## src/rtl/io_bank_pkg.sv

```systemverilog
// io_bank_pkg: shared address map and types for the io_bank MMIO switch/LED
// peripheral.
//   io_addr_t   : 5-bit MMIO word offset
//   IO_SW_BASE  : debounced switch bank i at IO_SW_BASE+i (read-only)
//   IO_STATUS   : sticky change flags, cleared by reading
//   IO_MASK     : IRQ mask (only meaningful with IO_BANK_IRQ_EN)
//   IO_LED_BASE : LED bank i at IO_LED_BASE+i (read/write)
package io_bank_pkg;

   typedef logic [4:0] io_addr_t;

   localparam io_addr_t IO_SW_BASE  = 5'h00;
   localparam io_addr_t IO_STATUS   = 5'h08;
   localparam io_addr_t IO_MASK     = 5'h09;
   localparam io_addr_t IO_LED_BASE = 5'h10;

endpackage

```

## src/rtl/io_debounce.sv

```systemverilog
// io_debounce: one switch bank. 2-FF synchroniser followed by a debounce
// counter; the stable value only follows the synchronised input after it has
// differed from stable for DEBOUNCE_CYCLES consecutive cycles.
// Ports:
//   clk     : system clock
//   rst     : synchronous active-low reset
//   din     : raw asynchronous switch pins
//   stable  : debounced value
//   changed : high in the cycle whose rising edge updates stable
module io_debounce
   import io_bank_pkg::*;
#(
   parameter int WIDTH           = 8,
   parameter int DEBOUNCE_CYCLES = 4
) (
   input  logic             clk,
   input  logic             rst,
   input  logic [WIDTH-1:0] din,
   output logic [WIDTH-1:0] stable,
   output logic             changed
);

   localparam int CW = $clog2(DEBOUNCE_CYCLES + 1);
   // cnt counts cycles already seen different; the edge on which it would
   // reach DEBOUNCE_CYCLES is the edge that commits the new value.
   localparam logic [CW-1:0] CNT_LAST = CW'(DEBOUNCE_CYCLES - 1);

   logic [WIDTH-1:0] sync1_q, sync2_q, stable_q, stable_d;
   logic [CW-1:0]    cnt_q, cnt_d;

   always_comb begin
      cnt_d    = cnt_q;
      stable_d = stable_q;
      changed  = 1'b0;
      if (sync2_q == stable_q) begin
         cnt_d = '0;
      end else if (cnt_q == CNT_LAST) begin
         stable_d = sync2_q;
         cnt_d    = '0;
         changed  = 1'b1;
      end else begin
         cnt_d = cnt_q + CW'(1);
      end
   end

   always_ff @(posedge clk) begin
      if (!rst) begin
         sync1_q  <= '0;
         sync2_q  <= '0;
         stable_q <= '0;
         cnt_q    <= '0;
      end else begin
         sync1_q  <= din;
         sync2_q  <= sync1_q;
         stable_q <= stable_d;
         cnt_q    <= cnt_d;
      end
   end

   assign stable = stable_q;

endmodule

```

## src/rtl/io_bank.sv

```systemverilog
// io_bank: memory-mapped switch/LED peripheral with NUM_CH banks of WIDTH bits.
// Optional feature macro: IO_BANK_IRQ_EN adds the IRQ mask register (0x09) and
// the irq output; without it 0x09 reads 0 and status is polled.
// Ports:
//   clk, rst       : system clock, synchronous active-low reset
//   switches       : raw switch pins, bank i at [i]
//   leds           : LED drive, bank i at [i]
//   addr/wdata/we  : MMIO write port (one-cycle strobe)
//   re/rdata/rvalid: MMIO read port, 1-cycle latency, rvalid pulses once
//   irq            : registered OR of (chg & mask), IO_BANK_IRQ_EN only
module io_bank
   import io_bank_pkg::*;
#(
   parameter int NUM_CH          = 2,
   parameter int WIDTH           = 8,
   parameter int DEBOUNCE_CYCLES = 4
) (
   input  logic                         clk,
   input  logic                         rst,
   input  logic [NUM_CH-1:0][WIDTH-1:0] switches,
   output logic [NUM_CH-1:0][WIDTH-1:0] leds,
   input  io_addr_t                     addr,
   input  logic [31:0]                  wdata,
   input  logic                         we,
   input  logic                         re,
   output logic [31:0]                  rdata,
   output logic                         rvalid
`ifdef IO_BANK_IRQ_EN
   ,output logic                        irq
`endif
);

   logic [NUM_CH-1:0][WIDTH-1:0] sw_stable;
   logic [NUM_CH-1:0]            sw_changed;
   logic [NUM_CH-1:0][WIDTH-1:0] led_q, led_d;
   logic [NUM_CH-1:0]            chg_q, chg_d;
   logic [31:0]                  rdata_q, rdata_d;
   logic                         rvalid_q;

   for (genvar gi = 0; gi < NUM_CH; gi++) begin : g_bank
      io_debounce #(
         .WIDTH           (WIDTH),
         .DEBOUNCE_CYCLES (DEBOUNCE_CYCLES)
      ) u_deb (
         .clk     (clk),
         .rst     (rst),
         .din     (switches[gi]),
         .stable  (sw_stable[gi]),
         .changed (sw_changed[gi])
      );
   end

`ifdef IO_BANK_IRQ_EN
   logic [NUM_CH-1:0] mask_q, mask_d;
   logic              irq_q;
`endif

   always_comb begin
      led_d   = led_q;
      rdata_d = '0;
      // A new change in the same cycle as the clearing read survives it.
      chg_d   = ((re && addr == IO_STATUS) ? '0 : chg_q) | sw_changed;
`ifdef IO_BANK_IRQ_EN
      mask_d  = mask_q;
`endif
      for (int i = 0; i < NUM_CH; i++) begin
         if (addr == IO_SW_BASE + io_addr_t'(i)) begin
            rdata_d[WIDTH-1:0] = sw_stable[i];
         end
         if (addr == IO_LED_BASE + io_addr_t'(i)) begin
            rdata_d[WIDTH-1:0] = led_q[i];
            if (we) led_d[i] = wdata[WIDTH-1:0];
         end
      end
      if (addr == IO_STATUS) rdata_d[NUM_CH-1:0] = chg_q;
`ifdef IO_BANK_IRQ_EN
      if (addr == IO_MASK) begin
         rdata_d[NUM_CH-1:0] = mask_q;
         if (we) mask_d = wdata[NUM_CH-1:0];
      end
`endif
      if (!re) rdata_d = '0;
   end

   always_ff @(posedge clk) begin
      if (!rst) begin
         led_q    <= '0;
         chg_q    <= '0;
         rdata_q  <= '0;
         rvalid_q <= 1'b0;
`ifdef IO_BANK_IRQ_EN
         mask_q   <= '0;
         irq_q    <= 1'b0;
`endif
      end else begin
         led_q    <= led_d;
         chg_q    <= chg_d;
         rdata_q  <= rdata_d;
         rvalid_q <= re;
`ifdef IO_BANK_IRQ_EN
         mask_q   <= mask_d;
         irq_q    <= |(chg_q & mask_q);
`endif
      end
   end

   assign leds   = led_q;
   assign rdata  = rdata_q;
   assign rvalid = rvalid_q;
`ifdef IO_BANK_IRQ_EN
   assign irq    = irq_q;
`endif

endmodule

```

## config.mk

```make
export PLATFORM = sky130hd
export DESIGN_NAME = io_bank
export DESIGN_NICKNAME = d
export VERILOG_FILES = /design/src/rtl/io_bank_pkg.sv /design/src/rtl/io_debounce.sv /design/src/rtl/io_bank.sv
export SDC_FILE = /design/constraint.sdc
export NUM_CORES = 1
export LEC_CHECK = 0
export CAP_MARGIN = 5
export CORE_MARGIN = 1.5
export CORE_UTILIZATION = 49
export DETAILED_ROUTE_END_ITERATION = 6
export GPL_TIMING_DRIVEN = 0
export PLACE_DENSITY_LB_ADDON = 0.3
export SLEW_MARGIN = 20
export SYNTH_ARGS = -nofsm -noshare
export SYNTH_HDL_FRONTEND = slang
export SYNTH_SLANG_ARGS = --single-unit
```

## constraint.sdc

```tcl
create_clock -name clk -period 2.38 [get_ports clk]
set_input_delay 0.238 -clock clk [delete_from_list [all_inputs] [get_ports clk]]
set_output_delay 0.238 -clock clk [all_outputs]
set_load 0.03 [all_outputs]
```

==> results of run 1 <==
registers in the layout, indices dropped and copies added, names as in the netlist:
signal                cells
rdata                     8
g_bank.u_deb.stable      16
chg_q                     2
g_bank.u_deb.cnt_q        6
g_bank.u_deb.sync2_q     16
rvalid                    1
g_bank.u_deb.sync1_q     16
leds                     16
where the power goes:
| part | internal [mW] | leakage (nW) | switching (mW) |
|---|---|---|---|
| logic | 0.126 | 0.919 | 0.143 |
| registers | 1.39 | 0.661 | 0.0175 |
| clock network | 0.458 | 0.0915 | 0.450 |
| total | 1.98 | 1.67 | 0.610 |
kinds of logic (layout without fill, tap and decap cells):
family / Yosys count / count (layout) / synth area share
buf+inv: 43 / 114 / 0.0823
simple gates: 126 / 126 / 0.207
mux: 16 / 16 / 0.0494
fa+ha+maj: 4 / 4 / 0.0155
other cells: 1 / 24 / 0.00116
xor+xnor: 16 / 16 / 0.0433
compound gates: 46 / 46 / 0.101
flops: 81 / 81 / 0.501
cells in the mapped netlist (2+ instances only):
cell type / count
inv_1: 3
nand3_1: 18
and2_1: 36
buf_4: 25
ha_1: 4
nor4_1: 4
dfxtp_1: 81
nor2_1: 3
nor2b_1: 5
nand2_1: 50
a21oi_1: 8
a21boi_1: 18
a22oi_1: 16
a311oi_1: 2
clkbuf_1: 10
nor4_2: 2
o21a_1: 2
xor2_1: 16
buf_2: 3
nand2b_1: 3
mux2i_1: 16
worst max-delay path, cell delays in order:
cell and delay, ns:
clkdlybuf4s50_1 0.62, nand2b_1 0.14, nor4_2 0.72, a22oi_1 0.14, a311oi_1 0.39
per-stage QoR:
stage	worst slack, ns	power (mW)	util	hold WS, ns
detailed placement	0.0858	1.71	0.624	0.421
global placement	0.115	1.70	0.624	0.407
floorplan	1.01	1.61	-	0.365
finish	0.359	2.59	0.652	0.335
CTS	0.438	2.60	0.652	0.326
global route	0.330	2.69	0.652	0.364
how the worst min path moves through the flow:
| stage | from | end |
|---|---|---|
| 6_report | we | leds[6] |
| 2_1_floorplan | switches[0] | g_bank[0].u_deb.sync1_q[0] |
| 3_5_place_dp | g_bank[0].u_deb.sync1_q[5] | g_bank[0].u_deb.sync2_q[5] |
| 3_3_place_gp | g_bank[0].u_deb.cnt_q[0] | g_bank[0].u_deb.cnt_q[0] |
| 5_1_grt | we | leds[6] |
| 4_1_cts | we | leds[6] |
final cells by class:
| type | instances | area (um^2) |
|---|---|---|
| Inverter | 3 | 11.3 |
| Fill cell | 533 | 2220 |
| Sequential cell | 81 | 1620 |
| Buffer | 40 | 255 |
| Clock inverter | 2 | 12.5 |
| Tap cell | 77 | 96.3 |
| Timing Repair Buffer | 56 | 561 |
| Clock buffer | 13 | 169 |
| Multi-Input combinational cell | 232 | 1440 |
routing by layer:
layer | global-route usage | up-vias | part of all wire
met1 | 0.251 | 1141 | 0.44
li1 | - | 1241 | -
met5 | 0 | - | 0
met2 | 0.302 | 99 | 0.46
met3 | 0.0423 | 16 | 0.070
met4 | 0.0894 | 0 | 0.028
==> impl_metrics.json, run 1 <==
{
  "outcome": "finished, final reports clean",
  "power_leakage_nw": 1.67,
  "grt_pass1_wl_mm": 10.7,
  "diodes": 0,
  "dp_hpwl_mm": 4.92,
  "area_delta_synth_final_pct": 28.5,
  "post_drt_wl_per_cell_um": 13.0,
  "port_buffers": 56,
  "dieArea_um2": 7110,
  "worstPathArrival_ns": 2.25,
  "io_pins": 106,
  "drive_above_1_share": 0.115,
  "finalCritPeriodShare": 0.849,
  "finalSetupViolCount": 0,
  "core-area_um2": 6390,
  "synth-edff-count": 0,
  "ctsResizeCount": 0,
  "endpoint_kind": "flop",
  "syn_area_um2": 3240,
  "maxSlewViolCount": 0,
  "via_per_inst": 4.95,
  "cap_violations": 0,
  "synth_top_flop_cell": "dfxtp_1",
  "slew_headroom": 0.369,
  "cp-start-kind": "input port",
  "crit_start": "addr[0]",
  "start_util": 0.507,
  "grt_pass1_vias": 2263,
  "crit_end": "rdata[1]",
  "synthCells": 333,
  "drc_errors": 0,
  "cts_setup_buffers": 0,
  "tns_ns": 0,
  "rr_startpoint": "g_bank[1].u_deb.stable[4]",
  "rrSetupSlack_ns": 0.76,
  "synth_warnings": 0,
  "grt_max_degree": 13,
  "clk_pin_slew_ns": 0.08,
  "skew_ns": 0.0109,
  "ys_seq_area_frac": 0.501,
  "crit_fanout": 8,
  "ir_worst_vdd_v": 0.000412,
  "rsz0062_at_grt": "false",
  "cts_buffers": 9,
  "worstPathRequired_ns": 2.61,
  "dpl.cell_count": 489,
  "cts-root-buf": "clkbuf_8",
  "hold_buffers": 0,
  "stdcell_area_um2": 4160,
  "placed_area_um2": 3980,
  "synth_top_area_share": 0.501,
  "drt_first_pass_iters": 4,
  "die_width_um": 84.3,
  "clock_sinks": 81,
  "hold_viol_final": 0,
  "rows": 29,
  "post-synth-top-area-cell": "dfxtp_1",
  "synth.distinct_cells": 29,
  "drt_iter0_drc": 203,
  "vias": 2497,
  "final_cells": 504,
  "powerDensity_nw_per_um2": 621,
  "htreeDepth": 3,
  "cts_tree": "built",
  "layout_commonest_cell": "dfxtp_1",
  "place_congestion": 0.819,
  "grt-ovfl-total": 0,
  "insertion_delay_ns": 0.34,
  "nets": 484,
  "hold_depth": 3,
  "critPathKind": "in -> reg",
  "rr_endpoint": "chg_q[1]",
  "routed_wirelength_mm": 6.56,
  "synth-seq-cells": 81,
  "die_h_um": 84.3,
  "clk_path_buf_depth": 2,
  "ant_nets": 0,
  "max_slew.worst_pin.slew_ns": 0.938,
  "r2r_cells": 5,
  "grtUsageTotal": 0.191,
  "avgSynthCellArea_um2": 9.73,
  "final_cell_mix": "dfxtp_1, clkdlybuf4s50_1, nand2_1, and2_1, buf_4",
  "antenna_found_initial": 0,
  "max_freq_mhz": 495,
  "period_needed_ns": 2.02,
  "synthArstFlopShare": 0,
  "post_synth_main_area_contributors": "dfxtp_1, and2_1, buf_4",
  "hold_class": "in -> reg"
}
Note: power is estimated with default switching activity, not from simulation.
==> run 2: changes to the inputs <==
--- a/config.mk
+++ b/config.mk
@@ -7,7 +7,7 @@
 export LEC_CHECK = 0
 export CAP_MARGIN = 5
 export CORE_MARGIN = 1.5
-export CORE_UTILIZATION = 49
+export CORE_UTILIZATION = 41
 export DETAILED_ROUTE_END_ITERATION = 6
 export GPL_TIMING_DRIVEN = 0
 export PLACE_DENSITY_LB_ADDON = 0.3
==> constraint.sdc (replaced) <==
create_clock -name clk -period 1.79 [get_ports clk]
set_input_delay 0.179 -clock clk [delete_from_list [all_inputs] [get_ports clk]]
set_output_delay 0.179 -clock clk [all_outputs]
set_load 0.03 [all_outputs]
==> run 2 against run 1 <==
Against the previous run: sequential cell count unchanged; sequential power up 33%; register-to-register slack worse by 0.57 ns; total power up 55%; worst hold slack worse by 0.054 ns; worst setup slack worse by 0.28 ns; via count down 0.92%; combinational power up 35%; critical path type unchanged.
==> impl_metrics.json, run 2 (synthesis gave the netlist of run 1 again) <==
{
  "clk_pin_slew_ns": 0.08,
  "drive_above_1_share": 0.128,
  "hold_buffers": 0,
  "fin_hold_ws_ns": 0.281,
  "cpLargestDelayFamily": "buffers and inverters",
  "drc_errors": 0,
  "rsz0062_at_grt": "false",
  "skew_ns": 0.0123,
  "area_delta_synth_final_pct": 33.8,
  "rr_startpoint": "g_bank[1].u_deb.stable[6]",
  "comb_power_share": 0.090,
  "die_width_um": 91.9,
  "hold_depth": 3,
  "via_per_inst": 4.64,
  "cts_buffers": 9,
  "p_int_mw": 3.16,
  "ir_worst_vdd_v": 0.000590,
  "finalCritPeriodShare": 0.956,
  "hold_class": "in -> reg",
  "powerDensity_nw_per_um2": 927,
  "critPathKind": "in -> reg",
  "nets": 487,
  "p_sw_uw": 856,
  "hold_viol_final": 0,
  "cap_violations": 0,
  "outcome": "finished, final reports clean",
  "grtUsageTotal": 0.174,
  "endpoint_kind": "flop",
  "htreeDepth": 3,
  "hp-start": "we",
  "switching_share": 0.213,
  "maxSlewViolCount": 0,
  "rr_endpoint": "chg_q[1]",
  "ant_nets": 0,
  "cpMaxStageDelayCell": "clkdlybuf4s50_1",
  "worstPathArrival_ns": 1.98,
  "worst-path-buf-inv": 2,
  "diodes": 0,
  "r2r_cells": 5,
  "grt_pass1_wl_mm": 11.4,
  "insertion_delay_ns": 0.35,
  "vias": 2474,
  "drt_iter0_drc": 161,
  "clock_sinks": 81,
  "grt-ovfl-total": 0,
  "path_cells": "clkdlybuf4s50_1, or3b_4, nor3_4, buf_4, a22oi_1, a21oi_1",
  "rrSetupSlack_ns": 0.19,
  "worstPathRequired_ns": 2.06,
  "antenna_found_initial": 0,
  "power_frac_clock": 0.443,
  "hold_path_end": "leds[8]",
  "cts_tree": "built",
  "die_h_um": 91.9,
  "rows": 32,
  "io_pins": 106,
  "finalSetupViolCount": 0,
  "power_mw": 4.02,
  "routed_wirelength_mm": 7.07,
  "cts-root-buf": "clkbuf_8",
  "post_drt_wl_per_cell_um": 13.3,
  "cp-start-kind": "input port",
  "port_buffers": 56,
  "dp_hpwl_mm": 5.16,
  "final_cell_mix": "dfxtp_1, clkdlybuf4s50_1, nand2_1, and2_1, buf_4",
  "dieArea_um2": 8440,
  "start_util": 0.421,
  "grt_pass1_vias": 2284,
  "grt_max_degree": 14,
  "drt_first_pass_iters": 4,
  "crit_fanout": 10,
  "layout_commonest_cell": "dfxtp_1",
  "share_seq_of_total_power": 0.467,
  "period_needed_ns": 1.71,
  "power_leakage_nw": 1.75,
  "clk_path_buf_depth": 2,
  "fillers": 689,
  "crit_path_max_incr_delay_ns": 0.58,
  "place_congestion": 0.774,
  "core-area_um2": 7690,
  "max_freq_mhz": 585
}
==> run 2: power groups by stage <==
stage               clock network (mW)  logic [mW]  registers [mW]
detailed placement                   0       0.357            1.92
global placement                     0       0.352            1.92
floorplan                            0       0.227            1.92
global route                      1.89       0.394            1.88
finish                            1.78       0.363            1.88
CTS                               1.80       0.362            1.88
==> run 2: tightest hold or removal path, cell delays in order <==
cell and delay [ns]:
clkbuf_1 0.20, nand3_1 0.14, a21boi_1 0.05
==> run 2: routing by layer <==
layer  up-vias  routed length [um]  GRT usage  share of wire
met1      1135                3190      0.229           0.45
met2        78                3320      0.273           0.47
met4         0                 167     0.0756          0.024
met5         -                   0          0              0
li1       1247                   -          -              -
met3        14                 400     0.0357          0.057
==> run 2: how the worst max path moves through the flow <==
stage,endpoint,startpoint,depth (start not counted)
final,rdata[6],addr[4],6
after global routing,rdata[1],addr[0],6
after CTS,rdata[6],addr[3],6
after detailed placement,rdata[0],addr[0],5
after global placement,rdata[0],addr[1],5
after floorplan,chg_q[0],g_bank[0].u_deb.stable[1],5
==> run 2: what timing repair did <==
item	CTS	global route
endpoints found under the setup margin	2	5
gates resized for setup	3	1
hold endpoints to repair	0	0
setup buffers	2	1
pin swaps	1	2
==> run 2: cell type report <==
class | instances | area, um^2 | share of cell area
flip-flops and latches | 81 | 1620 | 0.374
multi-input cells | 232 | 1460 | 0.336
repair buffers | 59 | 586 | 0.135
plain buffers | 40 | 255 | 0.0589
clock buffers | 11 | 151 | 0.0349
well taps | 102 | 128 | 0.0294
clock inverters | 5 | 125 | 0.0289
inverters | 3 | 11.3 | 0.00260
==> run 2: metrics by stage <==
stage	cells	util	worst slack, ns	cell area (um^2)	setup TNS [ns]
detailed placement	514	0.522	-0.483	4010	-9.42
finish	533	0.564	0.0793	4340	0
global placement	514	0.522	-0.457	4010	-7.44
floorplan	356	-	0.415	3330	0
CTS	532	0.563	0.0327	4330	0
global route	533	0.564	0.0286	4340	0
